## src/rtl/s510_timing_pkg.sv

```systemverilog
// Shared timing constants for the s510 pixel/line counter generator.
// Decode tables are packed with entry 0 in the least-significant slot.
package s510_timing_pkg;

    localparam int PCNT_W    = 8;
    localparam int CNT_W     = 10;
    localparam int PCNT_NDEC = 5;
    localparam int CNT_NDEC  = 13;

    // pixel decodes, index 0..4: 6, 12, 17, 27, 241
    localparam logic [PCNT_NDEC-1:0][PCNT_W-1:0] PCNT_DEC = {
        8'd241, 8'd27, 8'd17, 8'd12, 8'd6
    };

    // line decodes, index 0..12: 10, 13, 21, 44, 45, 261, 272, 283, 284, 509, 511, 567, 591
    localparam logic [CNT_NDEC-1:0][CNT_W-1:0] CNT_DEC = {
        10'd591, 10'd567, 10'd511, 10'd509, 10'd284, 10'd283, 10'd272,
        10'd261, 10'd45,  10'd44,  10'd21,  10'd13,  10'd10
    };

endpackage

```

## src/rtl/s510_cnt_dec.sv

```systemverilog
// One counter with clear > advance > hold priority, a wrap pulse and
// registered equality decodes taken from the next-state value.
module s510_cnt_dec #(
    parameter int                          WIDTH    = 8,
    parameter int                          NDEC     = 1,
    parameter logic [NDEC-1:0][WIDTH-1:0]  DEC_VALS = '0
) (
    input  logic             clk_i,
    input  logic             rst_i,
    input  logic             clr_i,
    input  logic             adv_i,
    output logic [WIDTH-1:0] cnt_o,
    output logic [NDEC-1:0]  dec_o,
    output logic             wrap_o
);

    logic [WIDTH-1:0] cnt_q, cnt_d;
    logic [NDEC-1:0]  dec_q, dec_d;
    logic             wrap_q, wrap_d;

    always_comb begin
        cnt_d  = cnt_q;
        wrap_d = 1'b0;
        if (clr_i) begin
            cnt_d = '0;
        end else if (adv_i) begin
            cnt_d  = cnt_q + WIDTH'(1);
            wrap_d = &cnt_q;
        end
    end

    // decoding the next value makes each strobe line up with its count
    always_comb begin
        dec_d = '0;
        for (int i = 0; i < NDEC; i++) begin
            dec_d[i] = (cnt_d == DEC_VALS[i]);
        end
    end

    always_ff @(posedge clk_i) begin
        if (rst_i) begin
            cnt_q  <= '0;
            dec_q  <= '0;
            wrap_q <= 1'b0;
        end else begin
            cnt_q  <= cnt_d;
            dec_q  <= dec_d;
            wrap_q <= wrap_d;
        end
    end

    assign cnt_o  = cnt_q;
    assign dec_o  = dec_q;
    assign wrap_o = wrap_q;

endmodule

```

## src/rtl/s510_cnt_gen.sv

```systemverilog
// Pixel (8-bit) and line (10-bit) counters with registered decode strobes
// for the sync controller; the two counters run independently.
module s510_cnt_gen
    import s510_timing_pkg::*;
(
    input  logic              blif_clk_net,
    input  logic              blif_reset_net,
    input  logic              pc,
    input  logic              pclr,
    input  logic              csm,
    input  logic              cclr,
    output logic              pcnt6,
    output logic              pcnt12,
    output logic              pcnt17,
    output logic              pcnt27,
    output logic              pcnt241,
    output logic              cnt10,
    output logic              cnt13,
    output logic              cnt21,
    output logic              cnt44,
    output logic              cnt45,
    output logic              cnt261,
    output logic              cnt272,
    output logic              cnt283,
    output logic              cnt284,
    output logic              cnt509,
    output logic              cnt511,
    output logic              cnt567,
    output logic              cnt591,
    output logic [PCNT_W-1:0] pcnt_q,
    output logic [CNT_W-1:0]  cnt_q,
    output logic              cnt_wrap
);

    logic [PCNT_NDEC-1:0] pdec;
    logic [CNT_NDEC-1:0]  ldec;
    logic                 pix_wrap_unused;

    s510_cnt_dec #(
        .WIDTH    (PCNT_W),
        .NDEC     (PCNT_NDEC),
        .DEC_VALS (PCNT_DEC)
    ) u_pix (
        .clk_i  (blif_clk_net),
        .rst_i  (blif_reset_net),
        .clr_i  (pclr),
        .adv_i  (pc),
        .cnt_o  (pcnt_q),
        .dec_o  (pdec),
        .wrap_o (pix_wrap_unused)
    );

    s510_cnt_dec #(
        .WIDTH    (CNT_W),
        .NDEC     (CNT_NDEC),
        .DEC_VALS (CNT_DEC)
    ) u_line (
        .clk_i  (blif_clk_net),
        .rst_i  (blif_reset_net),
        .clr_i  (cclr),
        .adv_i  (csm),
        .cnt_o  (cnt_q),
        .dec_o  (ldec),
        .wrap_o (cnt_wrap)
    );

    assign pcnt6   = pdec[0];
    assign pcnt12  = pdec[1];
    assign pcnt17  = pdec[2];
    assign pcnt27  = pdec[3];
    assign pcnt241 = pdec[4];

    assign cnt10   = ldec[0];
    assign cnt13   = ldec[1];
    assign cnt21   = ldec[2];
    assign cnt44   = ldec[3];
    assign cnt45   = ldec[4];
    assign cnt261  = ldec[5];
    assign cnt272  = ldec[6];
    assign cnt283  = ldec[7];
    assign cnt284  = ldec[8];
    assign cnt509  = ldec[9];
    assign cnt511  = ldec[10];
    assign cnt567  = ldec[11];
    assign cnt591  = ldec[12];

endmodule

```

## config.mk

```make
export PLATFORM = sky130hd
export DESIGN_NAME = s510_cnt_gen
export DESIGN_NICKNAME = d
export VERILOG_FILES = /design/src/rtl/s510_timing_pkg.sv /design/src/rtl/s510_cnt_dec.sv /design/src/rtl/s510_cnt_gen.sv
export SDC_FILE = /design/constraint.sdc
export NUM_CORES = 1
export LEC_CHECK = 0
export BUFFER_PORTS_ARGS = -buffer_cell sky130_fd_sc_hd__buf_2
export CORE_MARGIN = 8
export CORE_UTILIZATION = 32
export DETAILED_ROUTE_END_ITERATION = 10
export GPL_TIMING_DRIVEN = 0
export PLACE_DENSITY = 0.57
export RECOVER_POWER = 50
export REMOVE_ABC_BUFFERS = 1
export SLEW_MARGIN = 20
export SYNTH_ARGS = -nofsm -noshare
export SYNTH_HDL_FRONTEND = slang
export SYNTH_SLANG_ARGS = --single-unit
```

## constraint.sdc

```tcl
create_clock -name blif_clk_net -period 2.95 [get_ports blif_clk_net]
set_input_delay 0.1475 -clock blif_clk_net [delete_from_list [all_inputs] [get_ports blif_clk_net]]
set_output_delay 0.1475 -clock blif_clk_net [all_outputs]
set_load 0.01 [all_outputs]
```

Word-level counts from Yosys, hierarchy flattened

Index checks and enable logic that the tools add are counted.

Bits in read-only memories: 0
RAM bits: 0
Output and inout port bits: 37
Memories: 0
Bits in latches: 0
Register bits: 37
Word-level logic and storage cells: 32
Input bits: 6

Shifts and indexed selects: 0
Divide/modulo/power cells: 0
Equal/unequal tests: 18
Add/sub/neg operators: 2
Bitwise gates (word level): 1
Muxes and demuxes: 4
Reductions and logical operators: 2
Magnitude comparators: 0
Multiply operators: 0

Operator list:

| kind                                                 | count |
|---|---|
| equality test 10 x 9 -> 1 bit, second input constant | 6 |
| equality test 10 bit, second input constant          | 2 |
| equality test 10 x 4 -> 1 bit, second input constant | 2 |
| equality test 10 x 6 -> 1 bit, second input constant | 2 |
| 2-to-1 mux 10 bit                                    | 2 |
| equality test 8 x 5 -> 1 bit, second input constant  | 2 |
| 2-to-1 mux 8 bit                                     | 2 |
| adder 10 x 1 -> 10 bit, second input constant        | 1 |
| equality test 10 x 5 -> 1 bit, second input constant | 1 |
| AND reduction 10 bit                                 | 1 |
| adder 8 x 1 -> 8 bit, second input constant          | 1 |
| equality test 8 x 3 -> 1 bit, second input constant  | 1 |
| equality test 8 x 4 -> 1 bit, second input constant  | 1 |
| equality test 8 bit, second input constant           | 1 |
| OR reduction 3 bit                                   | 1 |
| inverter 1 bit                                       | 1 |

Depth between registers and ports, before layout

Gate-level depths: netlist of the first run.

Word-level depth: 4
Depth in mapped cells: 7

Modules after synthesis

Synthesis of the first run repeated with hierarchy kept, for this count alone.

Cells, all modules: 236
Area, all modules: 2042.0 um^2

By module, submodules not included:

| module                | times used | area each (um^2) | seq. area each (um^2) | cells each |
|---|---|---|---|---|
| s510_cnt_dec (u_line) | 1          | 1276.2           | 480.5                 | 155 |
| s510_cnt_dec (u_pix)  | 1          | 765.7            | 280.3                 | 81 |

Worst setup path before layout of the first run

OpenSTA, ideal clock, no wires.

Path type: register -> register
Start: reg u_line.cnt_q[1], in the netlist u_line.cnt_o[1]
End: reg u_line.dec_q[0], in the netlist u_line.dec_o[0]
Stages on the path, launching flop included: 8
Data required time: 2.858 ns
Arrival: 1.764 ns
Period minus slack after synthesis: 1.856 ns
Library setup time: 0.092 ns
Path slack: 1.094 ns
Cells stage by stage: dfxtp_1 > ha_1 > buf_2 > and4_1 > and2_2 > a31oi_1 > or2_1 > nor4_1

Longest elaborated chain between the ends: 4

Ends and longest elaborated chain:

| element                         | line               | RTL |
|---|---|---|
| start: declaration              | s510_cnt_dec.sv:17 | `logic [WIDTH-1:0] cnt_q, cnt_d;` |
| start signal: assignment        | s510_cnt_dec.sv:46 | `cnt_q <= cnt_d;` |
| adder 10 x 1 -> 10 bit          | s510_cnt_dec.sv:27 | `cnt_d = cnt_q + WIDTH'(1);` |
| 2-to-1 mux 10 bit *             | s510_cnt_dec.sv:26 | `end else if (adv_i) begin` |
| 2-to-1 mux 10 bit *             | s510_cnt_dec.sv:24 | `if (clr_i) begin` |
| equality test 10 x 4 -> 1 bit * | s510_cnt_dec.sv:36 | `dec_d[i] = (cnt_d == DEC_VALS[i]);` |
| end signal: assignment          | s510_cnt_dec.sv:43 | `dec_q <= '0;` |
| end signal: assignment          | s510_cnt_dec.sv:47 | `dec_q <= dec_d;` |
| end: declaration                | s510_cnt_dec.sv:18 | `logic [NDEC-1:0] dec_q, dec_d;` |

Mark *: on every way between the ends. The rest lies on a longest branch, timed or not.
A chain may end at the register's enable or synchronous reset.

Worst setup path after layout of the first run

Start: reg u_line.cnt_q[0], in the netlist u_line.cnt_o[0]
End: reg u_line.dec_q[7], in the netlist u_line.dec_o[7]

Longest elaborated chain between the ends: 4

Ends and longest elaborated chain:

| element                         | line |
|---|---|
| adder 10 x 1 -> 10 bit          | s510_cnt_dec.sv:27 |
| 2-to-1 mux 10 bit *             | s510_cnt_dec.sv:26 |
| 2-to-1 mux 10 bit *             | s510_cnt_dec.sv:24 |
| equality test 10 x 9 -> 1 bit * | s510_cnt_dec.sv:36 |

Marks and branches as above.

==> results.toml, run 1 <==
[placed_design]
place_inst = 321
dp_slack_ns = 0.670
dp_hpwl_um = 3460
place_congestion = 0.813
numPortBuffers = 42

[cells_and_area]
num-fill-cells = 606
seq_area_um2 = 741
stdcell_count = 329
area_delta_synth_final_pct = 13.2
nNetsFinal = 261
multiInputGateArea_um2 = 1060
antenna-diode-count = 0
drive_gt1_frac = 0.0984

[sta]
fin_crit_sh = 0.788
final_max_slew_viol_count = 0
slew_headroom = 0.506
hold_viol = 0
fmax_mhz = 430
setup_violations = 0
fin_crit_ns = 2.32
rsz0062_at_grt = "false"
fin_setup_tns_ns = 0
fin_skew_ns = 0.0151
max_slew.worst_pin.slew_ns = 0.733
final.setup.worst_slack_ns = 0.626

[route]
drcViolationCount = 0
drtIter0Drc = 108
dr.pass1.iters = 4
postRouteAntennaNets = 0
vias_per_cell = 5.04
wl_per_cell_um = 13.9
wl_um = 4580
vias = 1659

[power_and_ir_drop]
power_leakage_nw = 0.723
power_density_nw_per_um2 = 409
ir_drop_mv = 0.172

[synthesis]
synth_commonest_cells = "37 x dfxtp_1, 23 x nor2_1, 16 x nand2_1"
synth-edff-count = 0
ys.flop_type = "dfxtp_1"
synthArstFlopShare = 0
synth.most_common_cell = "dfxtp_1"
synthTopCellsByArea = "dfxtp_1 39%, xnor2_1 4.6%, nor2_1 4.5%"
netlist_area_um2 = 1910
synth_top_area_cell = "dfxtp_1"
synth.ff_latch_count = 37
ys_seq_area_frac = 0.388
synth_warnings = 0
syn_inst = 220
syn_avg_cell_area_um2 = 8.67
ys_types = 55
synth_top_area_share = 0.388

[setup_path]
path_cells = "ha_1, or3b_1, o31ai_1, a32oi_1, nand2b_4, nor4b_1"
critPathMaxFanout = 13
end_kind = "flop"
cp-start-kind = "flop"
path_delay_family = "simple AND/OR/NAND/NOR gates"
worstSetupPathType = "reg -> reg"
worstPathArrival_ns = 2.50
critPathSlowestCell = "dfxtp_1"
path_buf_inv = 0
cp_slowest_stage_delay_ns = 0.58
worstPathRequired_ns = 3.12

[floorplan]
io_pins = 43
num_rows = 28
initial_core_util = 0.326
fp.dieArea_um2 = 8690
die_y_um = 93.2
die_x_um = 93.2
core_um2 = 5850

[cts]
postCtsSetupBuffers = 0
ctsHoldBuffers = 0
htree_levels = 2
insertion_delay_ns = 0.29
clk_pin_slew_ns = 0.08
cts_buffer_depth = 2
cts_tree = "built"
cts_buffers = 5
cts_sinks = 37
cts_root_buffer = "clkbuf_8"
cts_resized = 0

[global_routing]
grt_pass1_wl_um = 7540
grt_max_degree = 14
track_usage = 0.108
antenna_found_initial = 0
grt.overflow.total = 0
grt_pass1_vias = 1478

[run_status]
outcome = "finished, final reports clean"

[flow_run]
drv_cap = 0

[min_path]
hold_path_class = "in -> reg"
[cell families after synthesis]
| family | count (synthesis) | share of synthesized area |
|---|---|---|
| muxes | 6 | 0.0328 |
| DFF | 37 | 0.388 |
| adders and majority gates | 2 | 0.0131 |
| and+or+nand+nor | 112 | 0.336 |
| AOI/OAI and AO/OA | 26 | 0.0970 |
| buffers and inverters | 20 | 0.0551 |
| xor gates and xnor gates | 17 | 0.0780 |
[stage by stage]
stage	cell area, um^2	total power [W]	hold WS, ns	utilization
final	2160	0.000883	0.191	0.369
after global routing	2160	0.000916	0.205	0.369
after CTS	2200	0.000894	0.183	0.377
after detailed placement	2120	0.000558	0.486	0.363
after global placement	2120	0.000558	0.488	0.363
after floorplan	1820	0.000538	0.219	-
[state kept, by name (all words and copies together) (netlist names)]
signal	flops
u_line.dec_o	13
u_line.cnt_o	10
u_pix.cnt_o	8
u_pix.dec_o	5
u_line.wrap_o	1
[report_power, final]
part           switching, W  internal, W
clock              0.000173     0.000164
combinational     0.0000258    0.0000146
sequential       0.00000540     0.000501
[layout by cell type, fill, tap and decap left out, drive strengths merged, types with 3 or more instances in the layout]
cell type / Yosys / routed
and2: 3 / 3
nand2: 16 / 16
buf: 12 / 7
xor2: 7 / 7
nand3: 7 / 7
nor2b: 6 / 6
nand4: 6 / 6
nor4b: 3 / 3
o21ai: 7 / 7
inv: 4 / 4
nor3b: 4 / 4
nor3: 16 / 16
nand2b: 4 / 4
mux2i: 4 / 4
clkbuf: 4 / 41
or2: 3 / 3
a31oi: 4 / 4
nor4: 6 / 6
or3: 3 / 3
dfxtp: 37 / 37
xnor2: 10 / 10
nor2: 25 / 25
[final timing paths]
check | startpoint | endpoint | slack [ns] | cells past startpoint
worst min register to register | u_line.cnt_o[9] | u_line.wrap_o | 0.60 | 2
worst max register to register | u_line.cnt_o[0] | u_line.dec_o[7] | 0.63 | 6
worst min-delay path | blif_reset_net | u_pix.cnt_o[3] | 0.19 | 2
worst max-delay path | u_line.cnt_o[0] | u_line.dec_o[7] | 0.63 | 6
[cell type report]
cell class	count	share of cell area
Clock buffer	6	0.0336
Multi-Input combinational cell	163	0.492
Sequential cell	37	0.343
Tap cell	75	0.0434
Clock inverter	2	0.00463
Inverter	4	0.00695
Timing Repair Buffer	42	0.0770
[routing by layer]
layer	track usage	vias to the layer above	wire length, um
li1	-	850	-
met1	0.147	754	2240
met2	0.149	51	1890
met3	0.0361	4	390
met4	0.0523	0	61
met5	0	-	0
Note: power is estimated with default switching activity, not from simulation.
==> inputs of run 2 (changes only) <==
--- a/config.mk
+++ b/config.mk
@@ -10,7 +10,7 @@
 export CORE_UTILIZATION = 32
 export DETAILED_ROUTE_END_ITERATION = 10
 export GPL_TIMING_DRIVEN = 0
-export PLACE_DENSITY = 0.57
+export PLACE_DENSITY = 0.59
 export RECOVER_POWER = 50
 export REMOVE_ABC_BUFFERS = 1
 export SLEW_MARGIN = 20
==> constraint.sdc (replaced) <==
create_clock -name blif_clk_net -period 2.1 [get_ports blif_clk_net]
set_input_delay 0.105 -clock blif_clk_net [delete_from_list [all_inputs] [get_ports blif_clk_net]]
set_output_delay 0.105 -clock blif_clk_net [all_outputs]
set_load 0.01 [all_outputs]
==> run 2 against run 1 <==
Hold slack got worse by 0.046 ns. Fmax rose by 19%. Sequential power increased by 41%. Flip-flop and latch count unchanged. First-iteration DRC count shrank 10%. Via count shrank 1.4%. Cell count stayed put. Worst setup slack worse by 0.48 ns. Non-clock buffer count did not move. Clock skew fell by 0.0048 ns. Die area did not move. Critical path type unchanged. Largest cell class unchanged.
==> results.toml, run 2 (synthesized netlist as in run 1, its figures left out) <==
[run_status]
outcome = "finished, final reports clean"

[global_routing]
track_usage = 0.106
grt.overflow.total = 0
grt_pass1_vias = 1506
antenna_found_initial = 0
grt_pass1_wl_um = 7470
grt_max_degree = 14

[setup_path]
critPathSlowestCell = "dfxtp_1"
cp-start-kind = "flop"
path_cells = "nand4_1, nor2_2, xnor2_1, nand3_1, a2111oi_2"
critPathMaxFanout = 8
worstPathArrival_ns = 2.13
cp_slowest_stage_delay_ns = 0.43
worstSetupPathType = "reg -> reg"
worstPathRequired_ns = 2.28
path_delay_family = "simple AND/OR/NAND/NOR gates"
end_kind = "flop"
path_buf_inv = 0

[route]
drtIter0Drc = 97
wl_um = 4640
vias_per_cell = 4.97
dr.pass1.iters = 5
drcViolationCount = 0
vias = 1635
postRouteAntennaNets = 0
wl_per_cell_um = 14.1

[placed_design]
dpl_cell_area_um2 = 2120
numPortBuffers = 42
place_congestion = 0.840
dp_hpwl_um = 3470

[sta]
max_slew.worst_pin.slew_ns = 0.721
rsz0062_at_grt = "false"
hold_viol = 0
final_max_slew_viol_count = 0
fin_crit_ns = 1.95
setup_violations = 0
slew_headroom = 0.514
fin_skew_ns = 0.0103
hold-worst-slack_ns = 0.145
fin_crit_sh = 0.930
fin_setup_tns_ns = 0
fmax_mhz = 512

[floorplan]
die_x_um = 93.2
num_rows = 28
initial_core_util = 0.326
core_um2 = 5850
fp.dieArea_um2 = 8690
io_pins = 43
die_y_um = 93.2

[cells_and_area]
most-common-layout-cells = "35 x dfxtp_1, 33 x clkbuf_1, 23 x nor2_1"
multiInputGateArea_um2 = 1090
design_area_um2 = 2190
seq_area_um2 = 746
nNetsFinal = 261
mostFrequentLayoutCell = "dfxtp_1"
num-fill-cells = 634
utilization = 0.375
drive_gt1_frac = 0.134
largest_reg_flops = 13
area_delta_synth_final_pct = 15.0
antenna-diode-count = 0

[power_and_ir_drop]
power_w = 0.00126
power_leakage_nw = 0.729
ir_drop_mv = 0.201
power_density_nw_per_um2 = 574

[cts]
cts_buffers = 5
cts_root_buffer = "clkbuf_8"
cts_buffer_depth = 2
ctsHoldBuffers = 0
cts_resized = 2
cts_sinks = 37
cts_tree = "built"
insertion_delay_ns = 0.29
postCtsSetupBuffers = 0
htree_levels = 2
clk_pin_slew_ns = 0.08

[flow_run]
drv_cap = 0

[min_path]
hold_path_class = "in -> reg"
==> run 2: cell types whose count changed in the layout (fill, tap and decap cells not counted), sizes merged <==
cell,delta
clkbuf,-3
buf,+3
==> run 2: path summary, 6_finish.rpt <==
path | from | end | slack (ns) | depth (start not counted)
min reg2reg | u_line.cnt_o[1] | u_line.cnt_o[1] | 0.61 | 2
max | u_line.cnt_o[2] | u_line.dec_o[2] | 0.15 | 5
min | pclr | u_pix.cnt_o[0] | 0.14 | 2
max reg2reg | u_line.cnt_o[2] | u_line.dec_o[2] | 0.15 | 5
==> run 2: layout make-up <==
type,instances,share of cell area
Clock inverter,2,0.00456
Clock buffer,6,0.0331
Timing Repair Buffer,42,0.0776
Tap cell,75,0.0428
Multi-Input combinational cell,163,0.495
Sequential cell,37,0.340
Inverter,4,0.00685
==> run 2: where the power goes <==
group	internal, W	switching (W)	total [W]
clock	0.000230	0.000258	0.000489
combinational	0.0000219	0.0000365	0.0000583
sequential	0.000703	0.00000850	0.000712
==> run 2: per-layer routing <==
| metal | global-route usage | wire length (um) | up-vias |
|---|---|---|---|
| met5 | 0 | 0 | - |
| met4 | 0.0403 | 67 | 0 |
| met3 | 0.0345 | 270 | 4 |
| met2 | 0.159 | 2020 | 35 |
| met1 | 0.138 | 2280 | 745 |
| li1 | - | - | 851 |
==> run 2: worst register-to-register path, delay by kind of cell, from the launching register on <==
family / cells / cell delay [ns]
xor gates and xnor gates: 1 / 0.20
and+or+nand+nor: 3 / 0.82
DFF: 1 / 0.43
AOI/OAI and AO/OA: 1 / 0.39
==> run 2: per-stage QoR <==
step / cells / setup slack [ns]
floorplan: 204 / 0.110
global placement: 321 / -0.210
detailed placement: 321 / -0.213
CTS: 329 / 0.00614
global route: 329 / 0.00712
finish: 329 / 0.148
==> inputs of run 3 (changes only) <==
--- a/config.mk
+++ b/config.mk
@@ -10,10 +10,10 @@
 export CORE_UTILIZATION = 32
 export DETAILED_ROUTE_END_ITERATION = 10
 export GPL_TIMING_DRIVEN = 0
-export PLACE_DENSITY = 0.59
+export PLACE_DENSITY = 0.58
 export RECOVER_POWER = 50
-export REMOVE_ABC_BUFFERS = 1
 export SLEW_MARGIN = 20
 export SYNTH_ARGS = -nofsm -noshare
 export SYNTH_HDL_FRONTEND = slang
+export SYNTH_HIERARCHICAL = 1
 export SYNTH_SLANG_ARGS = --single-unit
==> run 3 against run 2 <==
The run now ends with setup timing left. Count of clock-buffer cells in the layout is 1 higher. Fmax is 7.1% lower. Total power is 12% higher. Global-route usage is 1.4 points higher. Worst setup slack worse by 0.15 ns. Flip-flop and latch count stayed put. Critical path type unchanged.
==> results.toml, run 3 <==
[global_routing]
track_usage = 0.120
grt_most_used_layer = "met2"
grt.overflow.total = 0
gr-usage-met2 = 0.181
grt_pass1_wl_um = 8810
grt_max_degree = 12
use_met3 = 0.0244
grt_pass1_vias = 1738
gr-usage-met1 = 0.166
antenna_found_initial = 0

[synthesis]
synth_warnings = 6
syn_avg_cell_area_um2 = 8.60
synth_nets = 242
syn_inst = 234
netlist_area_um2 = 2010

[run_status]
violations = "setup timing"
outcome = "finished with violations"

[placed_design]
numPortBuffers = 41
dp_slack_ns = -0.293
dpl_cell_area_um2 = 2320
place_congestion = 0.850
dp_hpwl_um = 3980

[floorplan]
core_um2 = 6200
num_rows = 29
fp.dieArea_um2 = 9080
io_pins = 43
die_y_um = 95.3
die_x_um = 95.3
initial_core_util = 0.324

[power_and_ir_drop]
power_w = 0.00141
ir_drop_mv = 0.280
power_density_nw_per_um2 = 556
power_leakage_nw = 0.877

[cells_and_area]
drive_gt1_frac = 0.206
largest_reg_flops = 13
most-common-layout-cells = "35 x nor2_1, 35 x dfxtp_1, 33 x clkbuf_1"
antenna-diode-count = 0
area_delta_synth_final_pct = 26.0
num-fill-cells = 650
design_area_um2 = 2540
nNetsFinal = 298

[cts]
insertion_delay_ns = 0.29
cts_tree = "built"
cts_buffers = 5
htree_levels = 2
cts_root_buffer = "clkbuf_8"
cts_buffer_depth = 2
clk_pin_slew_ns = 0.08
cts_sinks = 37

[sta]
slew_headroom = 0.597
final.setup.worst_slack_ns = -0.000631
fin_skew_ns = 0.00832
max_slew.worst_pin.slew_ns = 0.600
rsz0062_at_grt = "true"
hold_viol = 0
fin_crit_ns = 2.10
final_max_slew_viol_count = 0
setup_violations = 1
fin_crit_sh = 1.00
fmax_mhz = 476

[route]
postRouteAntennaNets = 0
vias = 1897
wl_um = 5490
wl_per_cell_um = 14.9
vias_per_cell = 5.15
drtIter0Drc = 227
dr.pass1.iters = 4
drcViolationCount = 0

[setup_path]
end_kind = "flop"
cp-start-kind = "flop"
worstPathArrival_ns = 2.29
worstPathRequired_ns = 2.29
worstSetupPathType = "reg -> reg"
critPathMaxFanout = 5

[flow_run]
drv_cap = 0

[min_path]
hold_path_class = "in -> reg"
run 3: cell types whose count changed in the layout (fill, tap and decap cells not counted), moves of 4 or more:
cell,delta
a21oi_1,+5
nor3_1,-7
buf_2,+4
buf_4,+11
nor2_1,+12
inv_1,+4
run 3: worst paths after layout:
| path | startpoint | endpoint | slack, ns | cells after the start |
|---|---|---|---|---|
| setup reg to reg | u_line/cnt_o[1] | u_line/dec_o[11] | -0.0006 | 7 |
| hold reg to reg | u_pix/cnt_o[6] | u_pix/dec_o[4] | 0.60 | 2 |
| hold / removal | blif_reset_net | u_line/cnt_o[4] | 0.06 | 2 |
| setup / recovery | u_line/cnt_o[1] | u_line/dec_o[11] | -0.0006 | 7 |
run 3: worst max-delay path: stages, from the launching register on:
cell and delay [ns]:
dfxtp_4 0.37, ha_4 0.17, and4_1 0.16, buf_6 0.13
xnor2_1 0.13, or2_1 0.25, or4_4 0.55, nor4_2 0.25
run 3: through the flow:
step	util	setup TNS [ns]	hold slack, ns	cells
floorplan	-	0	0.177	234
global placement	0.373	-0.393	0.360	352
detailed placement	0.373	-0.538	0.363	352
CTS	0.405	0	0.0558	364
global route	0.409	-0.196	0.0607	368
finish	0.409	-0.000631	0.0556	368
run 3: metal layers:
metal	vias to the layer above	wire (um)
li1	946	-
met1	885	2630
met2	60	2410
met3	6	376
met4	0	73
met5	-	0
run 3: area by class of cell:
| type | count | area (um^2) | share of cell area |
|---|---|---|---|
| buffer | 14 | 104 | 0.0409 |
| clock buffer | 7 | 86.3 | 0.0340 |
| clock inverter | 1 | 30.0 | 0.0118 |
| inverter | 8 | 30.0 | 0.0118 |
| multi-input combinational | 175 | 1210 | 0.479 |
| sequential | 37 | 748 | 0.295 |
| tap | 77 | 96.3 | 0.0380 |
| timing repair buffer | 49 | 228 | 0.0897 |
run 3: power breakdown:
group	switching [W]	internal (W)	total, W
combinational	0.0000438	0.0000285	0.0000723
sequential	0.00000431	0.000702	0.000706
clock	0.000244	0.000387	0.000631
run 3: what timing repair did:
item                       CTS  global route
pin swaps                    4             6
resized for setup           10             9
setup buffers                4             4
setup endpoints to repair    4            11
hold buffers                 0             0
gates cloned                 0             0
